==> config.mk <==
export PLATFORM = sky130hd
export DESIGN_NAME = dec_stage
export DESIGN_NICKNAME = d
export VERILOG_FILES = /design/src/rtl/dec_stage.sv
export SDC_FILE = /design/constraint.sdc
export NUM_CORES = 1
export LEC_CHECK = 0
export ABC_AREA = 1
export BUFFER_PORTS_ARGS = -buffer_cell sky130_fd_sc_hd__buf_2
export CORE_UTILIZATION = 50
export CTS_CLUSTER_SIZE = 40
export DETAILED_ROUTE_END_ITERATION = 8
export PLACE_DENSITY = 0.8
export SYNTH_ARGS = -nofsm -noshare
export SYNTH_HDL_FRONTEND = slang
export SYNTH_SLANG_ARGS = --single-unit
==> constraint.sdc <==
create_clock -name Clk -period 3.6 [get_ports Clk]
set_input_delay 0.18 -clock Clk [delete_from_list [all_inputs] [get_ports Clk]]
set_output_delay 0.18 -clock Clk [all_outputs]
set_load 0.02 [all_outputs]
==> src/rtl/dec_stage.sv <==
// rtl/dec_stage.sv - MIPS decode stage: operand fetch with write-back bypass and ready/valid handshakes
module dec_stage #(
    parameter bit BYPASS_EN = 1'b1
) (
    input  logic        Clk,
    input  logic        Rst,
    input  logic [31:0] Instr,
    input  logic        InstrValid,
    output logic        InstrReady,
    output logic [4:0]  RfArd1,
    output logic [4:0]  RfArd2,
    input  logic [31:0] RfDout1,
    input  logic [31:0] RfDout2,
    input  logic [4:0]  WbAwr,
    input  logic [31:0] WbDin,
    input  logic        WbWrEn,
    output logic [31:0] OpA,
    output logic [31:0] OpB,
    output logic [31:0] Imm,
    output logic [4:0]  DstReg,
    output logic [5:0]  Opcode,
    output logic [5:0]  Func,
    output logic        OutValid,
    input  logic        OutReady
);

    typedef enum logic [1:0] {
        IDLE = 2'd0,
        READ = 2'd1,
        FULL = 2'd2
    } state_t;

    state_t      state;
    state_t      state_next;
    logic [31:0] ir;
    logic        accept;
    logic        hit_a;
    logic        hit_b;
    logic [31:0] op_a_sel;
    logic [31:0] op_b_sel;
    logic [31:0] imm_sel;
    logic [4:0]  dst_sel;

    always_ff @(posedge Clk) begin
        if (Rst) begin
            state <= IDLE;
        end else begin
            state <= state_next;
        end
    end

    always_comb begin
        state_next = state;
        case (state)
            IDLE: if (InstrValid) state_next = READ;
            READ: state_next = FULL;
            FULL: begin
                if (OutReady) begin
                    state_next = InstrValid ? READ : IDLE;
                end
            end
            default: state_next = IDLE;
        endcase
    end

    always_comb begin
        InstrReady = 1'b0;
        OutValid   = 1'b0;
        if (!Rst) begin
            case (state)
                IDLE: InstrReady = 1'b1;
                FULL: begin
                    OutValid   = 1'b1;
                    InstrReady = OutReady;
                end
                default: begin
                    InstrReady = 1'b0;
                    OutValid   = 1'b0;
                end
            endcase
        end
    end

    assign accept = InstrReady && InstrValid;

    // IR is only replaced on accept, so these remain the held source addresses while FULL
    assign RfArd1 = ir[25:21];
    assign RfArd2 = ir[20:16];

    assign hit_a = BYPASS_EN && WbWrEn && (WbAwr == RfArd1) && (RfArd1 != 5'd0);
    assign hit_b = BYPASS_EN && WbWrEn && (WbAwr == RfArd2) && (RfArd2 != 5'd0);

    assign op_a_sel = (RfArd1 == 5'd0) ? 32'd0 : (hit_a ? WbDin : RfDout1);
    assign op_b_sel = (RfArd2 == 5'd0) ? 32'd0 : (hit_b ? WbDin : RfDout2);

    always_comb begin
        case (ir[31:26])
            6'h0C, 6'h0D, 6'h0E: imm_sel = {16'h0000, ir[15:0]};
            6'h0F:               imm_sel = {ir[15:0], 16'h0000};
            default:             imm_sel = {{16{ir[15]}}, ir[15:0]};
        endcase
    end

    always_comb begin
        case (ir[31:26])
            6'h00:   dst_sel = ir[15:11];
            6'h03:   dst_sel = 5'd31;
            default: dst_sel = ir[20:16];
        endcase
    end

    always_ff @(posedge Clk) begin
        if (Rst) begin
            ir     <= 32'd0;
            OpA    <= 32'd0;
            OpB    <= 32'd0;
            Imm    <= 32'd0;
            DstReg <= 5'd0;
            Opcode <= 6'd0;
            Func   <= 6'd0;
        end else begin
            if (accept) begin
                ir <= Instr;
            end
            if (state == READ) begin
                OpA    <= op_a_sel;
                OpB    <= op_b_sel;
                Imm    <= imm_sel;
                DstReg <= dst_sel;
                Opcode <= ir[31:26];
                Func   <= ir[5:0];
            end else if (state == FULL && !OutReady) begin
                // A stalled result must not go stale behind a later write-back
                if (hit_a) OpA <= WbDin;
                if (hit_b) OpB <= WbDin;
            end
        end
    end

endmodule

==> results of run 1 <==
[worst paths after layout]
kind	from	end	cells past startpoint
max	state[0]	OpA[19]	8
min	WbDin[1]	OpB[1]	5
max reg2reg	state[0]	OpA[19]	8
min reg2reg	Func[0]	Func[0]	2
[flip-flops by register name, indices dropped and copies added (netlist names)]
name	cells
OpB	32
DstReg	5
Opcode	6
state	2
Func	6
OpA	32
Imm	32
ir	32
[worst max-delay path: cells and delay by family (launching register included)]
kind                   cells  cell delay (ns)
and+or+nand+nor            5             0.96
buffers and inverters      3             0.86
DFF                        1             0.34
[Yosys cell counts]
| cell | number |
|---|---|
| o21ai_1 | 2 |
| inv_2 | 8 |
| nor3_1 | 1 |
| nand3_1 | 100 |
| nand2_1 | 418 |
| buf_1 | 4 |
| nand2_2 | 2 |
| buf_4 | 19 |
| nand4_1 | 2 |
| nor3b_1 | 1 |
| nor2_1 | 267 |
| a31oi_1 | 17 |
| o21ai_0 | 29 |
| clkbuf_1 | 36 |
| inv_1 | 153 |
| o22ai_1 | 4 |
| nor2_2 | 1 |
| o31ai_1 | 17 |
| buf_6 | 6 |
| buf_2 | 23 |
| nor2_4 | 1 |
| a21oi_1 | 34 |
| dfxtp_1 | 147 |
[timing repair]
item / 4_1_cts / 5_1_grt
endpoints found under the hold margin: 32 / 0
resized for setup: 0 / 0
hold buffers: 32 / 0
[metrics by stage]
step / util (%) / total power (uW) / setup WS [ns] / instances
after detailed placement: 58.9 / 2430 / 1.33 / 1669
after floorplan: - / 2210 / 2.19 / 1292
final: 65.1 / 4250 / 1.29 / 1734
after CTS: 65.1 / 4260 / 1.29 / 1733
after global routing: 65.1 / 4430 / 1.09 / 1734
after global placement: 58.9 / 2430 / 1.41 / 1669
[final cells by class]
class / instances / area [um2]
diodes: 1 / 2.50
clock buffers: 17 / 425
clock inverters: 15 / 191
fillers: 1411 / 5280
inverters: 161 / 604
multi-input cells: 896 / 3720
flip-flops and latches: 147 / 2940
well taps: 188 / 235
repair buffers: 309 / 1740
[per-layer routing]
metal,up-vias,share of wire (%)
li1,4395,-
met1,3839,42
met2,388,47
met3,53,7.4
met4,0,2.9
met5,-,0
[report_power, final]
part | leakage (uW) | internal, uW | switching [uW]
Clock | 0.000297 | 1000 | 814
Sequential | 0.00120 | 1700 | 59.8
Combinational | 0.00395 | 239 | 434
Total | 0.00544 | 2940 | 1310
[cell families (layout without fill, tap and decap cells)]
family                 count (synthesis)  after routing  share of synthesized area (%)
and+or+nand+nor                      793            793                           40.4
AOI/OAI and AO/OA                    103            103                           7.56
other                                  0              1                              0
buffers and inverters                249            502                           14.0
DFF                                  147            147                           38.1
==> results.md, run 1 <==
- Status: completed
- Crit path capture type: flop
- Final hold slack: roughly 0.14 ns
- Final min period: 2.31 ns
- First-pass GRT wire length: ~38000 um
- Gr usage total: 30.1%
- Initial core utilization: between 50% and 60%
- Layout Skew: ~0.0096 ns
- Number of routed nets with antenna violations: 0
- CP max stage delay: 0.52 ns
- Total grt overflow: 0
- Relative max-transition margin: 48.9%
- Floorplan core area: 15100 um2
- Vias in the first global route: 7909
- Worst-path maximum fanout: between 40 and 50
- Total CTS buffers: 17
- CTS tree: yes
- Initial antenna violation count: 1
- Met2 Use GR: 50.0%
- Final net count: 1670
- Syn Nets: 1430
- Die ar.: 16000 um2
- Die Ht: ~130 um
- Post-DR vias/cell: 5.00
- Routed wire length: 23800 um
- Row cnt: 45
- DRT Pass-1 Iters: 5
- Pleak: 0.00544 uW
- Cells after Synth: 1292
- Max frequency: 433 MHz
- Flops & latches, synth: 147
- Slowest-stage cell, CP: nor2_4
- Startpoint types: flop
- Postcts setup bufs: 0
- GR Util met3: 5.78%
- Final-report setup violation count: 0
- RSZ-0062 raised after global routing: no
- Layer carrying the most global-route usage: met2
- Fraction of layout cells with a size suffix above 1: 21.0%
- Hold Path Class: input port to flop
- Area growth syn-to-layout: 27.6%
- Cell taking the most area after synthesis: dfxtp_1
- Yosys top cell area share: roughly two fifths
- GP Congestion: between 0.8 and 0.9
- Worst path required time: 3.92 ns
- Wire per inst: around 14 um
- Mean Syn Cell Area: ~6 um2
- Clock transition at the registers of the reported paths: 0.07 ns
- Largest net degree at the start of global routing: 65
- Fin. Hold Viols: 0
- Register area share after synthesis: a little under two fifths
- Cell Chain, Critical Path: inv_2, nor2_4, inv_2, buf_4, nand2_1, nand3_1, nor2_1, nor2_1
- DR iter-0 viols: 838
- Htree depth: 4
- Max Slew Vio Count: 0
- Peak VDD IR: 0.315 mV
- Root Buffer: clkbuf_16
- Area contributors post-synth: dfxtp_1 38%, nand2_1 20%, nor2_1 13%
- Hpwl dp: 15800 um
- Max clock buf depth: 2
- Post-Place Cell Area: roughly 8900 um2
- Post-synthesis cell area: 7730 um2
- DRC viols: 0
- Cell area power density: 431 nW/um2
- # port buffers: ~260
- DR vias: 8675
- Most common cell after layout, fill and taps aside: nand2_1
- Crit share post-route: 64.2%
- Clock latency on the worst-skew pair: 0.42 ns
- Netlist cell types: 23
- Sink Count: 147
- Max-cap violations: 0
- Yosys warns: 0
- Worst-Margin Slew: 0.765 ns
- Chip Width: about 130 um
- Crit path kind: flop to flop
- IO Count: 263
- WP data arrival: 2.63 ns
- Sum of negative setup slack: 0 ns
- Finished Cell Area: 9870 um2
- Most frequent cells in the layout: 416 x nand2_1, 267 x nor2_1, 262 x buf_2
- R2r setup slk: roughly 1.3 ns
- Met1 Resource Use GR: 37.8%
Power figures use the tool's default switching activity.
==> run 2, diff against run 1 <==
==> constraint.sdc (replaced) <==
create_clock -name Clk -period 2.3 [get_ports Clk]
set_input_delay 0.115 -clock Clk [delete_from_list [all_inputs] [get_ports Clk]]
set_output_delay 0.115 -clock Clk [all_outputs]
set_load 0.02 [all_outputs]
==> results.md, run 2 (synthesis results as in run 1) <==
- CTS tree: yes (unchanged)
- Most common cell after layout, fill and taps aside: nand2_1 (unchanged)
- Vias in the first global route: 7821 (was 7909)
- Htree depth: 4 (unchanged)
- DRT Pass-1 Iters: 6 (was 5)
- Max frequency: 515 MHz (was 433 MHz)
- Max clock buf depth: 2 (unchanged)
- DR vias: 8705 (was 8675)
- Area growth syn-to-layout: 28.2% (was 27.6%)
- Max-cap violations: 0 (unchanged)
- DRC viols: 0 (unchanged)
- Final min period: 1.94 ns (was 2.31 ns)
- Final hold slack: 0.0611 ns (was 0.141 ns)
- Crit path kind: flop to flop (unchanged)
- RSZ-0062 raised after global routing: no (unchanged)
- GP Congestion: 0.884 (was 0.882)
- Worst-path maximum fanout: 64 (was 48)
- Cell area power density: 662 nW/um2 (was 431 nW/um2)
- Initial antenna violation count: 0 (was 1)
- Chip Width: 126 um (unchanged)
- Final-report setup violation count: 0 (unchanged)
- Worst Setup SP: ir[18] (was state[0])
- Relative max-transition margin: 54.3% (was 48.9%)
- Worst path required time: 2.63 ns (was 3.92 ns)
- Non-filler instance count after layout: 1736 (was 1734)
- Sink Count: 147 (unchanged)
- Cell Chain, Critical Path: inv_1, nand2_1, nand2_1, nand2_1, nor2_1, nand2_2, buf_4, nand2_1, nand2_1, nor2_1, nor2_1, nor2_1 (was inv_2, nor2_4, inv_2, buf_4, nand2_1, nand3_1, nor2_1, nor2_1)
- Number of routed nets with antenna violations: 0 (unchanged)
- Finished Cell Area: 9920 um2 (was 9870 um2)
- Final net count: 1673 (was 1670)
- Fraction of layout cells with a size suffix above 1: 21.0% (about the same)
- Total grt overflow: 0 (unchanged)
- Die Ht: 126 um (unchanged)
- Row cnt: 45 (unchanged)
- Crit share post-route: 84.5% (was 64.2%)
- Crit path capture type: flop (unchanged)
- Startpoint types: flop (unchanged)
- Wire per inst: 13.8 um (was 13.7 um)
- Clock latency on the worst-skew pair: 0.43 ns (was 0.42 ns)
- Hpwl dp: 15700 um (was 15800 um)
- Buf/Inv on CP: 2 (was 3)
- Clock transition at the registers of the reported paths: 0.07 ns (about the same)
- CP max stage delay: 0.55 ns (was 0.52 ns)
- Initial core utilization: 51.1% (unchanged)
- R2r startpoint: ir[18] (was state[0])
- Root Buffer: clkbuf_16 (unchanged)
- Slowest-stage cell, CP: buf_4 (was nor2_4)
- Cts repair resizes: 0 (unchanged)
- IO Count: 263 (unchanged)
- Total CTS buffers: 17 (unchanged)
- Post-DR vias/cell: 5.01 (was 5.00)
- # port buffers: 262 (unchanged)
- Routed wire length: 23900 um (was 23800 um)
- Status: completed (unchanged)
- Die ar.: 16000 um2 (unchanged)
- Most frequent cells in the layout: 416 x nand2_1, 267 x nor2_1, 262 x buf_2 (unchanged)
- Gr usage total: 29.6% (was 30.1%)
- WP data arrival: 2.27 ns (was 2.63 ns)
- # fillers: 1387 (was 1411)
- Placed Cells: 1672 (was 1669)
- Worst-Margin Slew: 0.685 ns (was 0.765 ns)
- Final Total Pwr: 6570 uW (was 4250 uW)
- Fin. Hold Viols: 0 (unchanged)
- Post-Place Cell Area: 9020 um2 (was 8930 um2)
- DR iter-0 viols: 781 (was 838)
- Floorplan core area: 15100 um2 (unchanged)
- Max Slew Vio Count: 0 (unchanged)
- # diodes: 0 (was 1)
- Hold Crit Start: WbDin[21] (was WbDin[1])
- Layout Skew: 0.0114 ns (was 0.00959 ns)
- Worst path top cell family by delay: simple AND/OR/NAND/NOR gates (unchanged)
- Peak VDD IR: 0.517 mV (was 0.315 mV)
- Sum of negative setup slack: 0 ns (unchanged)
- First-pass GRT wire length: 37900 um (was 38400 um)
- Largest net degree at the start of global routing: 66 (was 65)
- CP most frequent cell: nand2_1
- Pleak: 0.00547 uW (was 0.00544 uW)
- Hold Path Class: input port to flop (unchanged)
==> run 2: layout make-up <==
class	instances	area (um2)	share of cell area, %
sequential	147	2940	29.7
multi-input combinational	896	3720	37.5
clock inverter	13	140	1.41
tap	188	235	2.37
clock buffer	19	433	4.36
timing repair buffer	312	1840	18.6
inverter	161	604	6.09
==> run 2: repair_timing <==
| item | CTS | global route |
|---|---|---|
| endpoints found under the hold margin | 32 | 0 |
| hold buffers | 32 | 0 |
| buffers inserted | 0 | 0 |
==> run 2: metrics by stage <==
step | util, % | setup slack [ns]
floorplan | - | 0.892
global placement | 59.6 | 0.458
detailed placement | 59.6 | 0.454
CTS | 65.5 | 0.439
global route | 65.5 | 0.166
finish | 65.5 | 0.358
==> run 2: worst reg2reg max path, delay by kind of cell (launching register included) <==
family / cells / cell delay (ns)
AND/OR/NAND/NOR: 10 / 0.77
buffers and inverters: 2 / 0.66
flip-flops: 1 / 0.41
==> run 2: path summary, 6_finish.rpt <==
check,slack [ns],cells after the start,end
setup / recovery,0.36,12,OpB[19]
hold / removal,0.06,5,OpA[21]
setup reg to reg,0.36,12,OpB[19]
hold reg to reg,0.46,2,Imm[3]
==> run 2: report_power, final <==
part	switching, uW	internal [uW]
Sequential	92.2	2670
Clock	1200	1530
Combinational	684	392
Total	1970	4590
==> run 2: metal layers <==
| metal | vias up | track usage, % | routed length, um |
|---|---|---|---|
| li1 | 4396 | - | - |
| met1 | 3827 | 36.7 | 10000 |
| met2 | 418 | 49.7 | 11300 |
| met3 | 64 | 5.74 | 1760 |
| met4 | 0 | 13.7 | 782 |
| met5 | - | 0 | 0 |
==> run 3, diff against run 2 <==
--- a/config.mk
+++ b/config.mk
@@ -7,10 +7,10 @@
 export LEC_CHECK = 0
 export ABC_AREA = 1
 export BUFFER_PORTS_ARGS = -buffer_cell sky130_fd_sc_hd__buf_2
-export CORE_UTILIZATION = 50
+export CORE_UTILIZATION = 46
 export CTS_CLUSTER_SIZE = 40
 export DETAILED_ROUTE_END_ITERATION = 8
-export PLACE_DENSITY = 0.8
+export PLACE_DENSITY = 0.77
 export SYNTH_ARGS = -nofsm -noshare
 export SYNTH_HDL_FRONTEND = slang
 export SYNTH_SLANG_ARGS = --single-unit
==> constraint.sdc (replaced) <==
create_clock -name Clk -period 1.62 [get_ports Clk]
set_input_delay 0.081 -clock Clk [delete_from_list [all_inputs] [get_ports Clk]]
set_output_delay 0.081 -clock Clk [all_outputs]
set_load 0.02 [all_outputs]
==> results.md, run 3 (synthesis results as in run 1) <==
- Status: completed (unchanged)
- # fillers: 1427 (was 1387)
- Number of routed nets with antenna violations: 0 (unchanged)
- Hold Path Class: input port to flop (unchanged)
- Most common cell after layout, fill and taps aside: nand2_1 (unchanged)
- Placed Cells: 1725 (was 1672)
- Chip Width: 132 um (was 126 um)
- Max Slew Vio Count: 0 (unchanged)
- Final net count: 1718 (was 1673)
- Initial antenna violation count: 2 (was 0)
- Post-Place Cell Area: 9340 um2 (was 9020 um2)
- Cell area power density: 882 nW/um2 (was 662 nW/um2)
- Sink Count: 147 (unchanged)
- Pleak: 0.00594 uW (was 0.00547 uW)
- Peak VDD IR: 0.757 mV (was 0.517 mV)
- Crit path capture type: flop (unchanged)
- Htree depth: 4 (unchanged)
- Final hold slack: 0.0246 ns (was 0.0611 ns)
- Internal power: 6790 uW (was 4590 uW)
- Clock latency on the worst-skew pair: 0.43 ns (about the same)
- Clock power share: 41.4% (was 41.6%)
- Row cnt: 47 (was 45)
- Gate power share: 18.6% (was 16.4%)
- Max clock buf depth: 2 (unchanged)
- # port buffers: 262 (unchanged)
- Hpwl dp: 15900 um (was 15700 um)
- Worst slack, placed: 0.0146 ns (was 0.454 ns)
- Non-filler instance count after layout: 1815 (was 1736)
- Vias in the first global route: 7851 (was 7821)
- Met2 Use GR: 44.7% (was 49.7%)
- Total grt overflow: 0 (unchanged)
- Wire per inst: 14.9 um (was 13.8 um)
- Met1 Resource Use GR: 35.9% (was 36.7%)
- GR Util met3: 5.90% (was 5.74%)
- DRC viols: 0 (unchanged)
- Total CTS buffers: 17 (unchanged)
- Post-DR vias/cell: 5.05 (was 5.01)
- Max-cap violations: 0 (unchanged)
- Relative max-transition margin: 62.5% (was 54.3%)
- Die Ht: 132 um (was 126 um)
- First-pass GRT wire length: 38800 um (was 37900 um)
- Crit path kind: flop to flop (unchanged)
- Max frequency: 624 MHz (was 515 MHz)
- Largest net degree at the start of global routing: 66 (unchanged)
- Floorplan core area: 16500 um2 (was 15100 um2)
- DRT Pass-1 Iters: 6 (unchanged)
- Fraction of layout cells with a size suffix above 1: 29.6% (was 21.0%)
- Layer carrying the most global-route usage: met2 (unchanged)
- Final-report setup violation count: 0 (unchanged)
- Root Buffer: clkbuf_16 (unchanged)
- Worst-path maximum fanout: 8 (was 64)
- Crit share post-route: 99.0% (was 84.5%)
- Most frequent cells in the layout: 371 x nand2_1, 261 x buf_2, 234 x nor2_1 (was 416 x nand2_1, 267 x nor2_1, 262 x buf_2)
- Clock transition at the registers of the reported paths: 0.07 ns (about the same)
- Final core occ: 67.2% (was 65.5%)
- IO Count: 263 (unchanged)
- Sw frac: 30.7% (was 30.1%)
- Finished Cell Area: 11100 um2 (was 9920 um2)
- Worst-Margin Slew: 0.562 ns (was 0.685 ns)
- GP Congestion: 0.889 (was 0.884)
- Gr usage total: 27.5% (was 29.6%)
- Final WS setup: 0.0168 ns (was 0.358 ns)
- Seq pwr share: 40.0% (was 42.0%)
- P_sw: 3000 uW (was 1970 uW)
- RSZ-0062 raised after global routing: yes (was no)
- Initial core utilization: 46.8% (was 51.1%)
- WP data arrival: 1.96 ns (was 2.27 ns)
- DR vias: 9166 (was 8705)
- FF+latch area: 2960 um2 (was 2940 um2)
- DR iter-0 viols: 779 (was 781)
- Die ar.: 17300 um2 (was 16000 um2)
- Area growth syn-to-layout: 43.6% (was 28.2%)
- Worst path required time: 1.97 ns (was 2.63 ns)
- Area occupied by multi-input gates: 4070 um2 (was 3720 um2)
- CTS tree: yes (unchanged)
- Startpoint types: flop (unchanged)
- Fin. Hold Viols: 0 (unchanged)
- Routed wire length: 27000 um (was 23900 um)
- Final min period: 1.60 ns (was 1.94 ns)
- Layout Skew: 0.0152 ns (was 0.0114 ns)
==> run 3: changes by cell type in the layout (fill, tap and decap cells not counted), moves of 11 or more <==
cell       before  now
buf_4          12   24
clkbuf_16      17   28
nand2_1       416  371
nand2_2         4   38
nor2_1        267  234
nor2_2          1   27
==> run 3: repair_timing <==
item / 4_1_cts / 5_1_grt
resized for setup: 5 / 131
hold endpoints to repair: 32 / 0
pin swaps: 0 / 41
setup endpoints to repair: 4 / 77
buffers inserted: 0 / 7
hold buffers: 32 / 0
gates cloned: 0 / 17
==> run 3: worst paths after layout <==
check	start	endpoint	slack (ns)	cells after the start
worst max register to register	ir[20]	OpB[2]	0.02	12
worst min register to register	Imm[2]	Imm[2]	0.46	2
worst max-delay path	ir[20]	OpB[2]	0.02	12
worst min-delay path	WbDin[19]	OpA[19]	0.02	5
==> run 3: cell type report <==
cell class	instances	area share, %
Clock inverter	13	1.39
Timing Repair Buffer	357	23.3
Multi-Input combinational cell	896	36.6
Inverter	161	5.46
Antenna cell	2	0.0451
Tap cell	220	2.48
Sequential cell	147	26.6
Clock buffer	19	4.08
==> run 3: per-layer routing <==
| layer | routed length, um | vias to the layer above |
|---|---|---|
| met5 | 0 | - |
| met4 | 870 | 0 |
| met3 | 2260 | 83 |
| met2 | 12800 | 512 |
| met1 | 11100 | 4062 |
| li1 | - | 4509 |
==> run 3: per-stage QoR <==
stage	setup TNS, ns	power (uW)
floorplan	0	4910
global placement	0	5500
detailed placement	0	5510
CTS	0	9590
global route	-2.67	10200
finish	0	9800
==> run 3: power groups by stage <==
| stage | clock [uW] | combinational (uW) | sequential, uW |
|---|---|---|---|
| after detailed placement | 0 | 1520 | 3990 |
| after CTS | 4090 | 1590 | 3910 |
| final | 4060 | 1820 | 3920 |
| after global placement | 0 | 1510 | 3980 |
| after global routing | 4260 | 1970 | 3940 |
| after floorplan | 0 | 818 | 4090 |
==> run 3: critical path: stages (launching register included) <==
cell and delay, ns:
dfxtp_4 0.36, inv_1 0.10, nand2_1 0.06, nand2_1 0.05, nand2_1 0.06, nor2_2 0.13, nand2_4 0.14, nand2_8 0.15
nand2_8 0.08, clkbuf_16 0.18, nand2_1 0.06, nand2_1 0.04, nor2_1 0.10
